===== config.mk =====
export PLATFORM = sky130hd
export DESIGN_NAME = control_unit
export DESIGN_NICKNAME = d
export VERILOG_FILES = /design/src/rtl/control_unit.sv
export SDC_FILE = /design/constraint.sdc
export NUM_CORES = 1
export LEC_CHECK = 0
export CELL_PAD_IN_SITES_DETAIL_PLACEMENT = 0
export CELL_PAD_IN_SITES_GLOBAL_PLACEMENT = 1
export CORE_ASPECT_RATIO = 0.6
export CORE_MARGIN = 3
export CORE_UTILIZATION = 38
export CTS_CLUSTER_DIAMETER = 100
export CTS_CLUSTER_SIZE = 30
export DETAILED_ROUTE_END_ITERATION = 10
export HOLD_SLACK_MARGIN = 0.02
export PLACE_DENSITY_LB_ADDON = 0.25
export SLEW_MARGIN = 20
export SYNTH_ARGS = -nofsm -noshare
export SYNTH_HDL_FRONTEND = slang
export SYNTH_SLANG_ARGS = --single-unit

===== constraint.sdc =====
create_clock -name clk -period 5.4 [get_ports clk]
set_input_delay 0.81 -clock clk [delete_from_list [all_inputs] [get_ports clk]]
set_output_delay 0.81 -clock clk [all_outputs]
set_load 0.02 [all_outputs]

===== src/rtl/control_unit.sv =====
// Fetch/decode/execute sequencer for a one-bus accumulator datapath.
// Every strobe is a registered Moore output that tracks the state it belongs to.
module control_unit #(
    parameter int N   = 12,
    parameter int OPW = 4
) (
    input  logic         clk,
    input  logic         rst,
    input  logic         start,
    input  logic [N-1:0] ir_in,
    input  logic         zero_flag,
    input  logic         mem_ready,
    output logic [5:0]   write_en,
    output logic [3:0]   read_en,
    output logic         inc_en,
    output logic         clr_en,
    output logic         alu_to_ac,
    output logic [1:0]   alu_op,
    output logic         pc_inc,
    output logic         mem_req,
    output logic         mem_we,
    output logic         busy,
    output logic         illegal
);

    typedef enum logic [4:0] {
        S_IDLE, S_F1, S_F2, S_F3, S_DEC,
        S_NOP, S_ILL, S_CLR, S_INC, S_MVR, S_ADD, S_SUB,
        S_O1, S_O2, S_O3,
        S_LD1, S_LD2, S_ST1, S_ST2, S_JP1, S_SKIP,
        S_HALT
    } state_t;

    // Which memory-operand instruction the shared operand-fetch states serve
    typedef enum logic [1:0] {OP_LD, OP_ST, OP_JP} mop_t;

    localparam logic [3:0] RD_DR   = 4'd1;
    localparam logic [3:0] RD_PC   = 4'd2;
    localparam logic [3:0] RD_AC   = 4'd5;
    localparam logic [3:0] RD_ACR  = 4'd13;
    localparam logic [5:0] WE_AR   = 6'b000001;
    localparam logic [5:0] WE_PC   = 6'b000010;
    localparam logic [5:0] WE_IR   = 6'b000100;
    localparam logic [5:0] WE_AC   = 6'b001000;
    localparam logic [5:0] WE_DR   = 6'b010000;

    state_t           r_state;
    state_t           w_next;
    mop_t             r_op;
    mop_t             w_dec_op;
    logic [OPW-1:0]   w_opcode;
    logic             w_unused_ir;

    logic [5:0] r_write_en, w_write_en;
    logic [3:0] r_read_en,  w_read_en;
    logic [1:0] r_alu_op,   w_alu_op;
    logic       r_inc_en, w_inc_en, r_clr_en, w_clr_en, r_alu_to_ac, w_alu_to_ac;
    logic       r_pc_inc, w_pc_inc, r_mem_req, w_mem_req, r_mem_we, w_mem_we;
    logic       r_busy, w_busy, r_illegal, w_illegal;

    assign w_opcode    = ir_in[N-1 -: OPW];
    assign w_unused_ir = &{1'b0, ir_in[N-OPW-1:0]};

    always_comb begin
        case (w_opcode)
            OPW'(6):  w_dec_op = OP_LD;
            OPW'(7):  w_dec_op = OP_ST;
            default:  w_dec_op = OP_JP;
        endcase
    end

    // State register; outputs are registered from the next state so they align with it
    always_ff @(posedge clk) begin
        if (rst) begin
            r_state     <= S_IDLE;
            r_op        <= OP_JP;
            r_write_en  <= '0;
            r_read_en   <= '0;
            r_inc_en    <= 1'b0;
            r_clr_en    <= 1'b0;
            r_alu_to_ac <= 1'b0;
            r_alu_op    <= '0;
            r_pc_inc    <= 1'b0;
            r_mem_req   <= 1'b0;
            r_mem_we    <= 1'b0;
            r_busy      <= 1'b0;
            r_illegal   <= 1'b0;
        end else begin
            r_state     <= w_next;
            if (r_state == S_DEC)
                r_op <= w_dec_op;
            r_write_en  <= w_write_en;
            r_read_en   <= w_read_en;
            r_inc_en    <= w_inc_en;
            r_clr_en    <= w_clr_en;
            r_alu_to_ac <= w_alu_to_ac;
            r_alu_op    <= w_alu_op;
            r_pc_inc    <= w_pc_inc;
            r_mem_req   <= w_mem_req;
            r_mem_we    <= w_mem_we;
            r_busy      <= w_busy;
            r_illegal   <= w_illegal;
        end
    end

    always_comb begin
        w_next = r_state;
        case (r_state)
            S_IDLE: if (start) w_next = S_F1;
            S_F1:   w_next = S_F2;
            S_F2:   if (mem_ready) w_next = S_F3;
            S_F3:   w_next = S_DEC;
            S_DEC: begin
                case (w_opcode)
                    OPW'(0):  w_next = S_NOP;
                    OPW'(1):  w_next = S_CLR;
                    OPW'(2):  w_next = S_INC;
                    OPW'(3):  w_next = S_MVR;
                    OPW'(4):  w_next = S_ADD;
                    OPW'(5):  w_next = S_SUB;
                    OPW'(6), OPW'(7), OPW'(8): w_next = S_O1;
                    OPW'(9):  w_next = zero_flag ? S_O1 : S_SKIP;
                    OPW'(15): w_next = S_HALT;
                    default:  w_next = S_ILL;
                endcase
            end
            S_O1:   w_next = S_O2;
            S_O2:   if (mem_ready) w_next = S_O3;
            S_O3: begin
                case (r_op)
                    OP_LD:   w_next = S_LD1;
                    OP_ST:   w_next = S_ST1;
                    default: w_next = S_JP1;
                endcase
            end
            S_LD1:  if (mem_ready) w_next = S_LD2;
            S_ST1:  w_next = S_ST2;
            S_ST2:  if (mem_ready) w_next = S_F1;
            S_HALT: w_next = S_HALT;
            default: w_next = S_F1;
        endcase
    end

    always_comb begin
        w_write_en  = '0;
        w_read_en   = '0;
        w_inc_en    = 1'b0;
        w_clr_en    = 1'b0;
        w_alu_to_ac = 1'b0;
        w_alu_op    = 2'd0;
        w_pc_inc    = 1'b0;
        w_mem_req   = 1'b0;
        w_mem_we    = 1'b0;
        w_illegal   = 1'b0;
        w_busy      = (w_next != S_IDLE) && (w_next != S_HALT);
        case (w_next)
            S_F1, S_O1:        begin w_read_en = RD_PC; w_write_en = WE_AR; end
            S_F2, S_O2, S_LD1: w_mem_req = 1'b1;
            S_F3:              begin w_read_en = RD_DR; w_write_en = WE_IR; w_pc_inc = 1'b1; end
            // Operand address moves DR->AR; a jump leaves PC for the target load instead
            S_O3:              begin w_read_en = RD_DR; w_write_en = WE_AR; w_pc_inc = (r_op != OP_JP); end
            S_CLR:             w_clr_en = 1'b1;
            S_INC:             w_inc_en = 1'b1;
            S_MVR:             w_read_en = RD_ACR;
            S_ADD:             begin w_alu_op = 2'd1; w_alu_to_ac = 1'b1; end
            S_SUB:             begin w_alu_op = 2'd2; w_alu_to_ac = 1'b1; end
            S_LD2:             begin w_read_en = RD_DR; w_write_en = WE_AC; end
            S_ST1:             begin w_read_en = RD_AC; w_write_en = WE_DR; end
            S_ST2:             begin w_mem_req = 1'b1; w_mem_we = 1'b1; end
            S_JP1:             begin w_read_en = RD_DR; w_write_en = WE_PC; end
            S_SKIP:            w_pc_inc = 1'b1;
            S_ILL:             w_illegal = 1'b1;
            default: ;
        endcase
    end

    assign write_en  = r_write_en;
    assign read_en   = r_read_en;
    assign inc_en    = r_inc_en;
    assign clr_en    = r_clr_en;
    assign alu_to_ac = r_alu_to_ac;
    assign alu_op    = r_alu_op;
    assign pc_inc    = r_pc_inc;
    assign mem_req   = r_mem_req;
    assign mem_we    = r_mem_we;
    assign busy      = r_busy;
    assign illegal   = r_illegal;

endmodule


==> results by group <==
Outcome
  – Status: completed

Routing
  – Pre-Repair DR Iteration Count: 4
  – Drt wl/cell: around 15 um
  – Vias after detailed routing: approximately 1200
  – Routed WL: approximately 3400 um
  – # DRC: 0
  – Iter 0 DRT Violations: 82
  – DRT antenna net count: 0
  – DR vias/cell: between 5 and 6

Layout
  – Layout Cells excl Fill: 225
  – Most frequent cells in the layout: clkdlybuf4s50_1, dfxtp_1, nor2_1
  – Commonest non-fill, non-tap cell in the layout: clkdlybuf4s50_1
  – Final Util: about half
  – Synth-to-Final Area Change: 19.8%
  – Fin area: around 1700 um^2
  – N_diodes: 0
  – Share of layout cells above drive strength 1: between 8 and 9%
  – Final #Nets: approximately 200

Floorplanning
  – Io pins: 37
  – Die Y: ~54 um
  – DIE WIDTH: about 85 um
  – Starting Density: 41.8%
  – Die area: ~4600 um^2
  – Row count: 16
  – Core area: between 3000 and 4000 um^2

Global routing
  – Vias in the first global route: roughly 1200
  – Initial antenna violation count: 0
  – Largest net degree at the start of global routing: 18
  – Gr usage total: between 10% and 20%
  – Wire length of the first global-routing pass: about 5700 um
  – Gr ovfl total: 0

Logic synthesis
  – Seq/Total Area, Yosys: between 30 and 40%
  – Syn avg cell area: a little under 9 um^2
  – Netlist Area Pre-Place: around 1400 um^2
  – Register bit count reported by yosys: 26
  – Synthesized instance count: around 160
  – Netlist cell types: 57
  – Post-synth EDFFs: 0
  – Prevailing post-synth register cell: dfxtp_1
  – Fraction of registers with async set/reset: 0%
  – YS warnings: 0
  – Synthesized net count: approximately 180

Placed design
  – Port bufs: 27
  – Gpl congestion: around 0.85
  – Placed standard-cell area: between 1500 and 2000 um^2
  – DPL Wire Length: 2640 um
  – Pre-CTS setup slack: roughly 2400 ps
  – Total placed cells including tap cells: around 220

Timing
  – RSZ-0062 raised after global routing: false
  – Clock Skew: 4.18 ps
  – Post-route setup TNS: 0 ps
  – Final-report max-slew violation count: 0
  – Setup WS post-layout: about 2600 ps
  – Final hold viol count: 0
  – Slew @ Worst Pin: between 500 and 600 ps
  – Final worst path period share: between 50% and 60%
  – Max-slew headroom: between 60% and 70%
  – FMAX: 0.363 GHz
  – Final min period: around 2800 ps
  – Final setup viols: 0

Worst setup path
  – WP data arrival: just under 3000 ps
  – CP Launch Type: input port
  – Worst setup EP type: flip-flop
  – Worst Path Class, Setup: in2reg
  – CP required: 5590 ps
  – Register-to-Register Path Depth: 6
  – Maximum net fanout on the critical path: 10

CTS
  – Worst-skew pair later-pin latency: 270 ps
  – H-tree levels: 1
  – CTS Sinks: 26
  – Post-CTS setup buffer count: 0
  – Hold_buf cts: 0
  – CTS tree: done
  – Bufs on Longest Clock Path: 2
  – Total CTS buffers: 3
  – Clock transition at path regs: approximately 80 ps
  – Root buf cell: clkbuf_8
  – Post-CTS sizing: 0

Power
  – Clock power frac: 24.3%
  – Cell Pwr Density: around 260 nW/um^2
  – Net switching power: 138 uW
  – Max IR drop VDD: between 100 and 150 uV
  – Int Power: between 300 and 400 uW
  – LEAKAGE: around 0.00060 uW
  – Switching Share: 31.4%
  – Flop pwr share: 49.2%
  – Combinational share of power: a little over a quarter

Hold path
  – Hold Path Class: reg2reg
  – Worst hold path depth: 2

Run
  – Max cap viols: 0
area by class of cell:
type / instances / area (um^2)
multi-input cells: 121 / 815
inverters: 3 / 11.3
clock buffers: 3 / 41.3
fillers: 341 / 1710
flip-flops and latches: 26 / 520
well taps: 45 / 56.3
repair buffers: 27 / 270
metrics by stage:
stage / total power [uW] / hold WS [ps]
finish: 439 / 494
global route: 459 / 534
CTS: 436 / 489
detailed placement: 335 / 477
global placement: 333 / 480
floorplan: 307 / 454
power by group through the flow:
stage | registers (uW) | clock network [uW] | logic (uW)
floorplan | 222 | 0 | 84.2
global placement | 219 | 0 | 114
detailed placement | 220 | 0 | 116
CTS | 215 | 105 | 116
global route | 217 | 114 | 128
finish | 216 | 106 | 117
cell usage after synthesis, drive strengths merged (2+ instances only):
cell     n  share of area (%)
a211o    2                1.2
a211oi   4                2.1
a21oi    7                2.4
a22o     2                1.2
a31oi    2               0.87
and2     5                2.2
and3     2               0.87
and3b    2                1.2
buf      9                4.5
clkbuf   5                1.4
dfxtp   26                 36
inv      3               0.79
nand2    8                2.1
nand2b   4                1.9
nand3   11                4.2
nand3b   2                1.9
nand4    3                1.3
nor2    18                5.2
nor2b    3                1.3
nor3     4                1.4
nor4     2                1.9
nor4b    3                2.3
o211a    2                1.4
o211ai   3                1.6
o21ai    7                2.7
o221a    2                1.6
o31ai    2                1.0
o41a     2                1.6
or2      2               0.87
or3      2               0.87
logic make-up after synthesis:
group           share of synthesized area (%)
other cells                             0.262
buf+inv                                  6.73
compound gates                           22.8
mux                                     0.699
flops                                    36.4
xor+xnor                                 1.22
simple gates                             31.9
worst max-delay path, stage by stage:
cell	delay, ps
clkdlybuf4s50_1	640
a21bo_2	260
a22o_1	230
o221a_2	250
and2_1	250
o31a_1	360
o22ai_2	130
path summary, 6_finish.rpt:
check | from | to | slack [ps]
hold / removal | r_op[0] | r_op[0] | 490
hold reg to reg | r_op[0] | r_op[0] | 490
setup / recovery | ir_in[11] | read_en[0] | 2650
setup reg to reg | r_state[1] | read_en[0] | 3170
flip-flops by register name (all words and copies together) (netlist names):
name	cells
r_op	2
alu_op	2
mem_req	1
clr_en	1
write_en	5
pc_inc	1
mem_we	1
illegal	1
r_state	5
alu_to_ac	1
busy	1
inc_en	1
read_en	4
routing by layer:
layer  global-route usage [%]  part of all wire [%]  vias up
met5                        0                     0        -
met4                     3.42                  0.47        0
met3                     3.82                   5.3        4
met2                     22.7                    39       28
met1                     23.5                    55      581
li1                         -                     -      634
No activity file was read; power rests on OpenSTA's default activity.
